$ cat src/rtl/cache_refill_ctrl.sv
// cache_refill_ctrl: critical-word-first line refill and store arbitration for the data RAM write port
module cache_refill_ctrl #(
  parameter int LEN_DATA = 32,
  parameter int LEN_INDEX = 7,
  parameter int LINE_WORDS_LOG2 = 3,
  localparam int LEN_ADDR = LEN_INDEX + LINE_WORDS_LOG2
) (
  input  logic                       clk,
  input  logic                       resetn,
  input  logic                       miss_req,
  input  logic [LEN_INDEX-1:0]       miss_index,
  input  logic [LINE_WORDS_LOG2-1:0] miss_word,
  output logic                       busy,
  output logic                       refill_done,
  output logic                       crit_valid,
  output logic [LEN_DATA-1:0]        crit_data,
  output logic                       rd_req,
  output logic [LEN_INDEX-1:0]       rd_index,
  output logic [LINE_WORDS_LOG2-1:0] rd_word,
  input  logic                       rd_gnt,
  input  logic                       rvalid,
  input  logic [LEN_DATA-1:0]        rdata,
  input  logic                       st_req,
  input  logic [LEN_ADDR-1:0]        st_addr,
  input  logic [LEN_DATA/8-1:0]      st_wstrb,
  input  logic [LEN_DATA-1:0]        st_data,
  output logic                       st_ack,
  output logic                       ram_ena,
  output logic [LEN_DATA/8-1:0]      ram_wea,
  output logic [LEN_ADDR-1:0]        ram_addra,
  output logic [LEN_DATA-1:0]        ram_dina
);
  typedef enum logic [1:0] {IDLE, REQ, RECV, DONE} state_t;
  state_t state;
  logic [LINE_WORDS_LOG2-1:0] cnt, word_q, woff;
  logic [LEN_INDEX-1:0] idx_q;
  logic beat;
  always_ff @(posedge clk) begin
    if (!resetn) begin
      state <= IDLE;
      cnt <= '0;
      idx_q <= '0;
      word_q <= '0;
    end else begin
      case (state)
        IDLE: if (miss_req) begin
          idx_q <= miss_index;
          word_q <= miss_word;
          cnt <= '0;
          state <= REQ;
        end
        REQ: if (rd_gnt) state <= RECV;
        RECV: if (rvalid) begin
          cnt <= cnt + 1'b1;
          if (&cnt) state <= DONE;
        end
        default: state <= IDLE;
      endcase
    end
  end
  // everything below is gated by resetn so the port reads idle while reset is held
  always_comb begin
    beat = resetn && state == RECV && rvalid;
    woff = word_q + cnt;
    busy = resetn && state != IDLE;
    refill_done = resetn && state == DONE;
    rd_req = resetn && state == REQ;
    rd_index = idx_q;
    rd_word = word_q;
    crit_valid = beat && cnt == '0;
    crit_data = rdata;
    st_ack = resetn && st_req && !beat && !(busy && st_addr[LEN_ADDR-1 -: LEN_INDEX] == idx_q);
    ram_ena = beat || st_ack;
    ram_wea = beat ? '1 : st_ack ? st_wstrb : '0;
    ram_addra = beat ? {idx_q, woff} : st_addr;
    ram_dina = beat ? rdata : st_data;
  end
endmodule

$ cat config.mk
export PLATFORM = sky130hd
export DESIGN_NAME = cache_refill_ctrl
export DESIGN_NICKNAME = d
export VERILOG_FILES = /design/src/rtl/cache_refill_ctrl.sv
export SDC_FILE = /design/constraint.sdc
export NUM_CORES = 1
export LEC_CHECK = 0
export ABC_AREA = 1
export ABC_CLOCK_PERIOD_IN_PS = 2100
export CORE_MARGIN = 2
export CORE_UTILIZATION = 31
export DETAILED_ROUTE_END_ITERATION = 16
export PLACE_DENSITY_LB_ADDON = 0.05
export SLEW_MARGIN = 0
export SYNTH_ARGS = -nofsm -noshare
export SYNTH_HDL_FRONTEND = slang
export SYNTH_SLANG_ARGS = --single-unit
$ cat constraint.sdc
create_clock -name clk -period 2.1 [get_ports clk]
set_input_delay 0.315 -clock clk [delete_from_list [all_inputs] [get_ports clk]]
set_output_delay 0.315 -clock clk [all_outputs]
set_load 0.1 [all_outputs]
[Yosys cells after proc, flatten, opt, wreduce, memory -nomap -nowiden]
Index checks and enable logic that the tools add are counted.
Widths: inputs -> output; s select.
Storage, ports and cells
  bits in writable memories: 0
  input bits: 94
  logic and storage cells: 47
  memories: 0
  latch bits: 0
  output and inout bits: 94
  bits in registers: 15
  memory bits (read-only): 0
Operators by class
  multiplexer cells: 12
  shift operators: 0
  reduce and logical (&&, ||, !) cells: 21
  multiply operators: 0
  $lt $le $gt $ge: 0
  equality and inequality tests: 8
  bitwise operators: 0
  divide/modulo/power cells: 0
  add/subtract/negate cells: 2
Operators with widths (number)
  $mux 32: 1
  $logic_and 1x1->1: 10
  $mux 10: 1
  $mux 2: 4
  $mux 4: 2
  $ne 2x2->1 const B: 4
  $eq 7x7->1: 1
  $mux 3: 2
  $pmux 2 s3: 1
  $pmux 3 s2: 1
  $reduce_and 3->1: 2
  $eq 2x2->1 const B: 2
  $reduce_and 4->1: 1
  $reduce_bool 2->1: 2
  $add 3x1->3 const B: 1
  $add 3x3->3: 1
  $logic_not 3->1: 1
  $eq 2x1->1 const B: 1
  $logic_not 1->1: 2
  $logic_not 2->1: 1
  $reduce_and 2->1: 1
  $logic_or 1x1->1: 1

[Longest topological paths before layout]
Gate-level depths: netlist of run 1.
  depth after elaboration: 8
  mapped depth: 10
  depth with buffers taken out: 10

[Least setup slack after synthesis of run 1]
OpenSTA, ideal clock, no wires.
  kind: register to output
  start point: register state[0]
  end point: output port ram_addra[4]
  arrival time: 3086 ps
  slack: -1301 ps
  cell stages (with the launch flop): 7
  cell sequence: dfxtp_1 -> inv_1 -> ha_1 -> nand2_1 -> nor2_8 -> buf_4 -> o21ai_0
On the way
  longest elaborated chain between the ends: 4
RTL lines
  start, declared: RTL line 34  | state_t state;
  start signal, assigned: RTL line 40  | state <= IDLE;
  start signal, assigned: RTL line 50  | state <= REQ;
  start signal, assigned: RTL line 52  | REQ: if (rd_gnt) state <= RECV;
  $eq 2x2->1: RTL line 63  | beat = resetn && state == RECV && rvalid;
  $logic_and 1x1->1 (2 in series): RTL line 63
  $mux 10: RTL line 75  | ram_addra = beat ? {idx_q, woff} : st_addr;
  end, declared: RTL line 30  | output logic [LEN_ADDR-1:0] ram_addra,
Every way passes these cells.

[Worst setup path in the final report of run 1]
  start point: register word_q[0] (netlist: rd_word[0])
  end point: output port ram_addra[2]
On the way
  longest elaborated chain between the ends: 2
RTL lines
  start, declared: RTL line 35  | logic [LINE_WORDS_LOG2-1:0] cnt, word_q, woff;
  start signal, assigned: RTL line 48  | word_q <= miss_word;
  $add 3x3->3: RTL line 64  | woff = word_q + cnt;
  $mux 10: RTL line 75
Every way passes these cells.

==> results of run 1 <==
==> worst max-delay path, stage by stage, from the launching register on <==
cell,delay [ns]
dfxtp_4,0.36
ha_4,0.16
fa_1,0.40
xor2_2,0.22
o21ai_4,0.16
buf_12,0.19
==> what timing repair did <==
action / CTS / global route
cloned: 0 / 1
gates resized for setup: 5 / 23
endpoints found under the setup margin: 46 / 46
buffers inserted: 1 / 5
pin swaps: 0 / 7
==> area by class of cell <==
type,count,share of cell area [%]
Clock buffer,3,0.901
Clock inverter,1,0.164
Inverter,32,2.78
Multi-Input combinational cell,224,24.8
Sequential cell,15,7.02
Tap cell,72,1.97
Timing Repair Buffer,202,62.4
==> worst max-delay path by stage <==
| stage | start | depth (start not counted) | endpoint |
|---|---|---|---|
| 2_1_floorplan | state[0] | 6 | ram_addra[3] |
| 5_1_grt | state[1] | 11 | ram_ena |
| 3_5_place_dp | resetn | 8 | ram_addra[2] |
| 6_report | rd_word[0] | 5 | ram_addra[2] |
| 3_3_place_gp | resetn | 8 | ram_addra[2] |
| 4_1_cts | cnt[0] | 5 | ram_addra[2] |
==> metrics by stage <==
step	worst slack [ns]	utilization [%]	instances
after floorplan	-0.515	-	315
after global placement	0.0204	80.0	538
after detailed placement	-0.0270	80.0	538
after CTS	-0.0105	81.2	543
after global routing	-0.0274	83.7	549
final	0.0477	83.7	549
==> cell families after synthesis <==
family,after synthesis,synth area share [%]
flops,15,17.2
xor+xnor,2,1.00
buf+inv,76,25.4
fa+ha+maj,9,6.89
compound gates,31,9.04
simple gates,182,40.5
==> state kept, by name, summed over array words and instances (netlist names) <==
signal / count
rd_index: 7
cnt: 3
rd_word: 3
state: 2
==> synth_stat cells <==
master | instances | area share (%)
clkbuf_2 | 1 | 0.29
o211ai_1 | 1 | 0.43
nor2_1 | 24 | 5.2
nor2_8 | 1 | 1.1
buf_6 | 2 | 1.3
dfxtp_1 | 15 | 17
fa_1 | 1 | 1.1
nand3_1 | 5 | 1.4
buf_2 | 6 | 1.7
inv_2 | 1 | 0.22
o21ai_0 | 21 | 6.0
buf_4 | 35 | 15
inv_4 | 1 | 0.36
ha_1 | 8 | 5.7
nand2_1 | 152 | 33
a21oi_1 | 8 | 2.3
xnor2_1 | 1 | 0.50
xor2_1 | 1 | 0.50
inv_1 | 30 | 6.5
o21ai_1 | 1 | 0.29
==> power by group <==
part | switching (mW) | internal [mW]
clock | 0.111 | 0.133
combinational | 2.42 | 1.22
sequential | 0.0871 | 0.384
total | 2.62 | 1.74
==> layer usage <==
layer	track usage, %	vias to the layer above	wire (um)
met5	0	-	0
met1	26.4	1135	3090
li1	-	1241	-
met4	8.28	0	260
met2	46.9	108	4310
met3	6.93	20	707
==> flow_summary.json, run 1 <==
{
  "rsz0062_at_grt": "yes",
  "hp-class": "reg -> reg",
  "crit_arrival_ns": 1.74,
  "whs_path_depth": 2,
  "row_count": 27,
  "drt_drc_violations_left": 0,
  "via_per_inst": 4.56,
  "syn-cell-area_um2": 1740,
  "drt_first_pass_iters": 4,
  "grt_usage_pct": 24.9,
  "cp.required_ns": 1.78,
  "path_class": "reg -> out",
  "clock_sinks": 15,
  "routed_wl_um": 8370,
  "grt_max_degree": 42,
  "worst_setup_path_start_kind": "flip-flop",
  "grt_pass1_wl_um": 12300,
  "r2r_slack_ns": 0.53,
  "max-cap-violations": 0,
  "synth_fp_nets": 418,
  "vias": 2504,
  "dpl_cell_area_um2": 4380,
  "clockRootBuffer": "clkbuf_8",
  "final-hold-violation-count": 0,
  "finalNetCount": 581,
  "whs_ns": 0.492,
  "ios": 188,
  "post-route-cell-area_um2": 4580,
  "peakVddDrop_uv": 816,
  "port_buffers": 187,
  "ant_nets": 0,
  "cts_buffers": 3,
  "critPathMaxFanout": 3,
  "dp_hpwl_um": 6940,
  "clk_pin_slew_ns": 0.07,
  "fmaxAchievable_mhz": 487,
  "cts_buffer_depth": 2,
  "slew_violations": 0,
  "wl_per_cell_um": 15.2,
  "grt_overflow": 0,
  "worstSetupEndpointType": "output pin",
  "drive_above_1_share_pct": 33.8,
  "skew_ns": 0.00552,
  "ys_seq_elements": 15,
  "multi_input_area_um2": 1140,
  "p_total_mw": 4.36,
  "syn_inst": 315,
  "outcome": "completed",
  "rr_endpoint": "rd_index[1]",
  "pwr_density_cell_nw_per_um2": 951,
  "p_leak_nw": 2.20,
  "synth.avg_cell_area_um2": 5.54,
  "cts_hold_buf": 0,
  "ys_types": 20,
  "ff2ff_path_depth": 7,
  "min_from": "rd_index[0]",
  "finalCriticalPeriod_ns": 2.05,
  "die_area_um2": 6240,
  "clock_latency_ns": 0.25,
  "finalCritPeriodShare_pct": 97.7,
  "core_area_um2": 5470,
  "seqCellArea_um2": 322,
  "ys_warn_count": 0,
  "yosysSeqAreaShare_pct": 17.2,
  "die_h_um": 79.0,
  "syn2layout_area_growth_pct": 163,
  "drt_iter0_drc": 74,
  "cts_tree": "built",
  "worst_pin_slew_ns": 0.518,
  "mostFrequentLayoutCells": "141 x nand2_1, 92 x clkdlybuf4s50_1, 87 x buf_12",
  "start_util_pct": 31.9,
  "min_to": "rd_index[0]",
  "h-tree-depth": 1,
  "antenna_found_initial": 0,
  "max_slew_margin_pct": 65.4,
  "finalSetupViolations": 0,
  "n_fill_cell": 332,
  "layout_commonest_cell": "nand2_1",
  "grt_pass1_vias": 2456,
  "tns_ns": 0,
  "die_w_um": 79.0,
  "diodes": 0,
  "reg2reg_from": "state[1]",
  "routabilityCongestion": 0.844
}
No activity file was read; power rests on OpenSTA's default activity.
==> run 2: changes to the inputs <==
--- a/config.mk
+++ b/config.mk
@@ -7,7 +7,6 @@
 export LEC_CHECK = 0
 export ABC_AREA = 1
 export ABC_CLOCK_PERIOD_IN_PS = 2100
-export CORE_MARGIN = 2
 export CORE_UTILIZATION = 31
 export DETAILED_ROUTE_END_ITERATION = 16
 export PLACE_DENSITY_LB_ADDON = 0.05
==> constraint.sdc (replaced) <==
create_clock -name clk -period 2.1 [get_ports clk]
set_input_delay 0.42 -clock clk [delete_from_list [all_inputs] [get_ports clk]]
set_output_delay 0.42 -clock clk [all_outputs]
set_load 0.1 [all_outputs]
==> run 2 against run 1 <==
  * The run now ends with setup timing left
  * Fmax down 6.7%
  * Largest cell class unchanged
  * Global-route usage increased by 9.6 points
  * Critical endpoint is now ram_dina[28]
  * Utilization rose by 12 points
  * Non-clock buffer count grew 18
  * Wire length up 60%
==> flow_summary.json, run 2 (synthesis gave the netlist of run 1 again) <==
{
  "outcome": "finished, violations left",
  "failed_checks": "setup timing",
  "mostFrequentLayoutCells": "88 x buf_12, 87 x nand2_1, 84 x clkdlybuf4s50_1",
  "worst-path-buf-inv": 4,
  "p_total_mw": 4.89,
  "max-cap-violations": 0,
  "grt_pass1_wl_um": 16100,
  "core_area_um2": 5270,
  "pwr_density_cell_nw_per_um2": 964,
  "finalNetCount": 599,
  "cts_tree": "built",
  "clock_sinks": 15,
  "clk_pin_slew_ns": 0.07,
  "layout_setup_ws_ns": -0.101,
  "drive_above_1_share_pct": 48.5,
  "skew_ns": 0.00628,
  "port_buffers": 187,
  "hp-class": "reg -> reg",
  "cp.required_ns": 1.68,
  "clockRootBuffer": "clkbuf_8",
  "cp_slowest_stage_delay_ns": 0.36,
  "drt_iter0_drc": 188,
  "dpl.cell_count": 548,
  "slew_violations": 0,
  "row_count": 26,
  "drt_drc_violations_left": 0,
  "wl_per_cell_um": 23.7,
  "cts_hold_buf": 0,
  "grt_pass1_vias": 2941,
  "die_w_um": 77.0,
  "p_comb_share_pct": 84.2,
  "die_h_um": 77.0,
  "finalCritPeriodShare_pct": 105,
  "peakVddDrop_uv": 1040,
  "grt_usage_pct": 34.4,
  "layout_commonest_cell": "buf_12",
  "cpMaxStageDelayCell": "dfxtp_4",
  "via_per_inst": 5.59,
  "worst_pin_slew_ns": 0.548,
  "path_cells": "inv_4, ha_4, nand2_4, nor2_8, buf_12, buf_12, nand2_1, nand2_2, buf_12",
  "drt_first_pass_iters": 5,
  "syn2layout_area_growth_pct": 191,
  "p_leak_nw": 2.47,
  "whs_ns": 0.529,
  "pwr-share-seq_pct": 10.5,
  "largest_reg_flops": 7,
  "final-hold-violation-count": 0,
  "critPathMostFrequentCell": "buf_12",
  "vias": 3159,
  "grt_max_degree": 18,
  "clockPowerShare_pct": 5.3,
  "routabilityCongestion": 0.883,
  "n_fill_cell": 107,
  "critPathTopFamily": "buffers and inverters",
  "diodes": 0,
  "rsz0062_at_grt": "yes",
  "cts_buffers": 3,
  "critPathMaxFanout": 8,
  "routed_wl_um": 13400,
  "crit_arrival_ns": 1.78,
  "start_util_pct": 33.1,
  "switching_share_pct": 61.6,
  "p_int_mw": 1.88,
  "path_class": "reg -> out",
  "cts_buffer_depth": 2,
  "dp_hpwl_um": 7580,
  "grt_overflow": 0,
  "antenna_found_initial": 0,
  "finalCriticalPeriod_ns": 2.20,
  "worstSetupEndpointType": "output pin",
  "finalSetupViolations": 34,
  "h-tree-depth": 1,
  "worst_setup_path_start_kind": "flip-flop",
  "ios": 188,
  "fmaxAchievable_mhz": 454,
  "max_slew_margin_pct": 63.4,
  "switchingPower_mw": 3.01,
  "stdcell_count": 565,
  "die_area_um2": 5930,
  "ant_nets": 0,
  "clock_latency_ns": 0.27
}
run 2: cell types whose count changed in the layout (fill, tap and decap cells not counted), moves of 4 or more:
cell             previous run  this run
buf_4                      20        31
buf_6                       1         5
clkdlybuf4s50_1            92        84
dlygate4sd2_1               1         5
nand2_1                   141        87
nand2_2                    11        45
nand2_4                     0        20
o21ai_4                     1         5
run 2: stage by stage:
stage | cell area (um2) | util [%] | setup WS (ns) | TNS (ns)
2_1_floorplan | 1940 | - | -0.136 | -0.913
3_3_place_gp | 4570 | 86.7 | -0.244 | -7.49
3_5_place_dp | 4570 | 86.7 | -0.292 | -8.94
4_1_cts | 4860 | 92.3 | -0.0246 | -0.0540
5_1_grt | 5070 | 96.2 | -0.133 | -3.04
6_report | 5070 | 96.2 | -0.101 | -1.60
run 2: worst register-to-register path, cell delays in order (launching register included):
cell	delay, ns
dfxtp_4	0.36
inv_4	0.08
ha_4	0.15
buf_4	0.10
inv_1	0.08
o21ai_0	0.29
nor2_1	0.08
nand2_1	0.19
inv_1	0.14
nor2_1	0.25
nor2_1	0.09
run 2: path summary, 6_finish.rpt:
| path | from | endpoint | depth (start not counted) | slack, ns |
|---|---|---|---|---|
| worst max-delay path | state[0] | ram_dina[28] | 9 | -0.10 |
| worst min-delay path | rd_index[5] | rd_index[5] | 2 | 0.53 |
| worst max register to register | state[0] | state[1] | 10 | 0.17 |
| worst min register to register | rd_index[5] | rd_index[5] | 2 | 0.53 |
run 2: power groups by stage:
stage | combinational [mW] | clock (mW) | sequential, mW
floorplan | 1.97 | 0 | 0.804
global placement | 3.50 | 0 | 0.458
detailed placement | 3.57 | 0 | 0.465
CTS | 3.76 | 0.240 | 0.477
global route | 4.20 | 0.265 | 0.517
finish | 4.12 | 0.258 | 0.513
run 2: area by class of cell:
| class | count | area [um2] | area share (%) |
|---|---|---|---|
| clock inverters | 1 | 5.00 | 0.0987 |
| inverters | 32 | 135 | 2.67 |
| clock buffers | 3 | 41.3 | 0.814 |
| flip-flops and latches | 15 | 327 | 6.44 |
| repair buffers | 220 | 3050 | 60.2 |
| multi-input cells | 224 | 1420 | 28.1 |
| well taps | 70 | 87.6 | 1.73 |
run 2: routing by layer:
layer / wire length, um / track usage [%] / vias up
met4: 760 / 14.0 / 0
li1: - / - / 1282
met1: 4450 / 35.9 / 1520
met5: 0 / 0 / -
met3: 1130 / 7.14 / 82
met2: 7080 / 66.1 / 275
run 2: timing repair:
| item | CTS | global route |
|---|---|---|
| pin swaps | 19 | 26 |
| cloned | 1 | 1 |
| gates resized for setup | 49 | 53 |
| setup endpoints to repair | 49 | 49 |
| buffers inserted | 10 | 2 |
==> run 3: changes to the inputs <==
--- a/config.mk
+++ b/config.mk
@@ -10,6 +10,7 @@
 export CORE_UTILIZATION = 31
 export DETAILED_ROUTE_END_ITERATION = 16
 export PLACE_DENSITY_LB_ADDON = 0.05
+export SKIP_LAST_GASP = 1
 export SLEW_MARGIN = 0
 export SYNTH_ARGS = -nofsm -noshare
 export SYNTH_HDL_FRONTEND = slang
==> run 3 against run 2 <==
  * The flow still finishes with violations (setup timing)
  * First-iteration DRC count increased by 41%
  * Wire length rose by 22%
  * Via count up 11%
  * Setup slack lost 0.12 ns
  * Clock skew down 0.0050 ns
  * Non-clock buffer count is the same
  * Critical path depth increased by 2
  * Cell count up 0.35%
  * Count of clock-buffer cells in the layout did not move
  * Clock power about the same
  * Global-route usage about the same
  * Critical endpoint is now ram_wea[2]
==> flow_summary.json, run 3 (synthesis gave the netlist of run 1 again) <==
{
  "final-hold-violation-count": 0,
  "failed_checks": "setup timing",
  "cts_hold_buf": 0,
  "post-route-cell-area_um2": 5130,
  "cp_slowest_stage_delay_ns": 0.39,
  "critPathTopFamily": "simple AND/OR/NAND/NOR gates",
  "clock_sinks": 15,
  "cts_buffer_depth": 2,
  "row_count": 26,
  "ios": 188,
  "max_slew_margin_pct": 57.9,
  "port_buffers": 187,
  "finalCritPeriodShare_pct": 111,
  "routabilityCongestion": 0.883,
  "ant_nets": 0,
  "worst_pin_slew_ns": 0.630,
  "finalNetCount": 599,
  "grt_max_degree": 18,
  "crit_arrival_ns": 1.90,
  "critPathMaxFanout": 5,
  "finalCriticalPeriod_ns": 2.32,
  "clockRootBuffer": "clkbuf_8",
  "max-cap-violations": 0,
  "drt_first_pass_iters": 6,
  "path_cells": "inv_4, ha_4, inv_4, nand2_4, nor2_4, nand2_2, nor2_4, nand2_4, nand3_2, nand2_2, buf_12",
  "die_area_um2": 5930,
  "fmaxAchievable_mhz": 430,
  "routed_wl_um": 16400,
  "n_fill_cell": 83,
  "vias": 3519,
  "wl_per_cell_um": 28.9,
  "finalSetupViolations": 38,
  "start_util_pct": 33.1,
  "rsz0062_at_grt": "yes",
  "largest_reg_flops": 7,
  "ff2ff_path_depth": 7,
  "grt_usage_pct": 34.4,
  "grt_pass1_vias": 2938,
  "dp_hpwl_um": 7580,
  "layout_setup_ws_ns": -0.224,
  "multi_input_area_um2": 1480,
  "drt_drc_violations_left": 0,
  "slew_violations": 0,
  "peakVddDrop_uv": 1000,
  "cts_buffers": 3,
  "dpl_cell_area_um2": 4570,
  "cpMaxStageDelayCell": "dfxtp_4",
  "whs_path_depth": 2,
  "hp-class": "reg -> reg",
  "drt_iter0_drc": 265,
  "worstSetupEndpointType": "output pin",
  "via_per_inst": 6.21,
  "clk_pin_slew_ns": 0.07,
  "worst_setup_path_start_kind": "flip-flop",
  "die_h_um": 77.0,
  "grt_overflow": 0,
  "die_w_um": 77.0,
  "core_area_um2": 5270,
  "skew_ns": 0.00131,
  "pre_cts_slack_ns": -0.292,
  "cp.required_ns": 1.68,
  "syn2layout_area_growth_pct": 194,
  "layout_commonest_cell": "buf_12",
  "seqCellArea_um2": 327,
  "mostFrequentLayoutCells": "88 x buf_12, 84 x clkdlybuf4s50_1, 83 x nand2_1",
  "cp.depth": 11,
  "p_leak_nw": 2.53,
  "drive_above_1_share_pct": 49.3,
  "cts_tree": "built",
  "outcome": "finished, violations left",
  "p_total_mw": 5.03,
  "pwr_density_cell_nw_per_um2": 982,
  "path_class": "reg -> out",
  "clock_latency_ns": 0.26,
  "r2r_slack_ns": 0.12,
  "grt_pass1_wl_um": 16000,
  "antenna_found_initial": 1,
  "h-tree-depth": 1,
  "worst-path-buf-inv": 3
}
## run 3: cell count changes in the layout (fill, tap and decap cells not counted)
cell / change
nand2_4: +9
nand2_2: -5
nand2_1: -4
buf_6: -3
buf_4: +2
diode_2: +2
buf_8: +1
## run 3: power by group
part	total (mW)	leakage (nW)	internal [mW]	switching [mW]
Combinational	4.24	2.37	1.36	2.89
Sequential	0.533	0.129	0.390	0.143
Clock	0.261	0.0255	0.133	0.129
Total	5.03	2.53	1.88	3.16
## run 3: layer usage
metal | GRT usage [%] | vias to the layer above | share of wire, %
met5 | 0 | - | 0
met4 | 14.0 | 0 | 13
met3 | 7.14 | 212 | 11
met2 | 66.1 | 431 | 47
met1 | 35.8 | 1596 | 30
li1 | - | 1280 | -
## run 3: path summary, 6_finish.rpt
kind,end,start
setup / recovery,ram_wea[2],state[1]
hold / removal,rd_index[6],rd_index[6]
setup reg to reg,rd_word[2],state[1]
hold reg to reg,rd_index[6],rd_index[6]
## run 3: layout make-up
class,count,share of cell area (%)
repair buffers,220,59.4
diodes,2,0.0976
clock buffers,3,0.805
flip-flops and latches,15,6.37
inverters,32,2.64
multi-input cells,224,28.9
well taps,70,1.71
clock inverters,1,0.0976
## run 3: timing repair
action | in CTS | in global routing
hold endpoints to repair | 0 | 0
gates cloned | 1 | 1
endpoints found under the setup margin | 49 | 49
resized for setup | 49 | 65
setup buffers | 10 | 2
pin swaps | 11 | 31
## run 3: through the flow
stage / std cells / setup TNS (ns) / utilization, % / hold slack [ns]
global route: 567 / -4.95 / 97.3 / 0.577
finish: 567 / -2.70 / 97.3 / 0.566
global placement: 548 / -7.49 / 86.7 / 0.470
floorplan: 315 / -0.913 / - / 0.493
detailed placement: 548 / -8.94 / 86.7 / 0.487
CTS: 563 / -0.0973 / 92.3 / 0.498
## run 3: worst register-to-register path: stages, from the launching register on
cell and delay (ns):
dfxtp_4 0.39, inv_4 0.05, ha_4 0.16, buf_4 0.14, nand2_1 0.46, inv_1 0.27, nor2_1 0.26, nor2_1 0.12
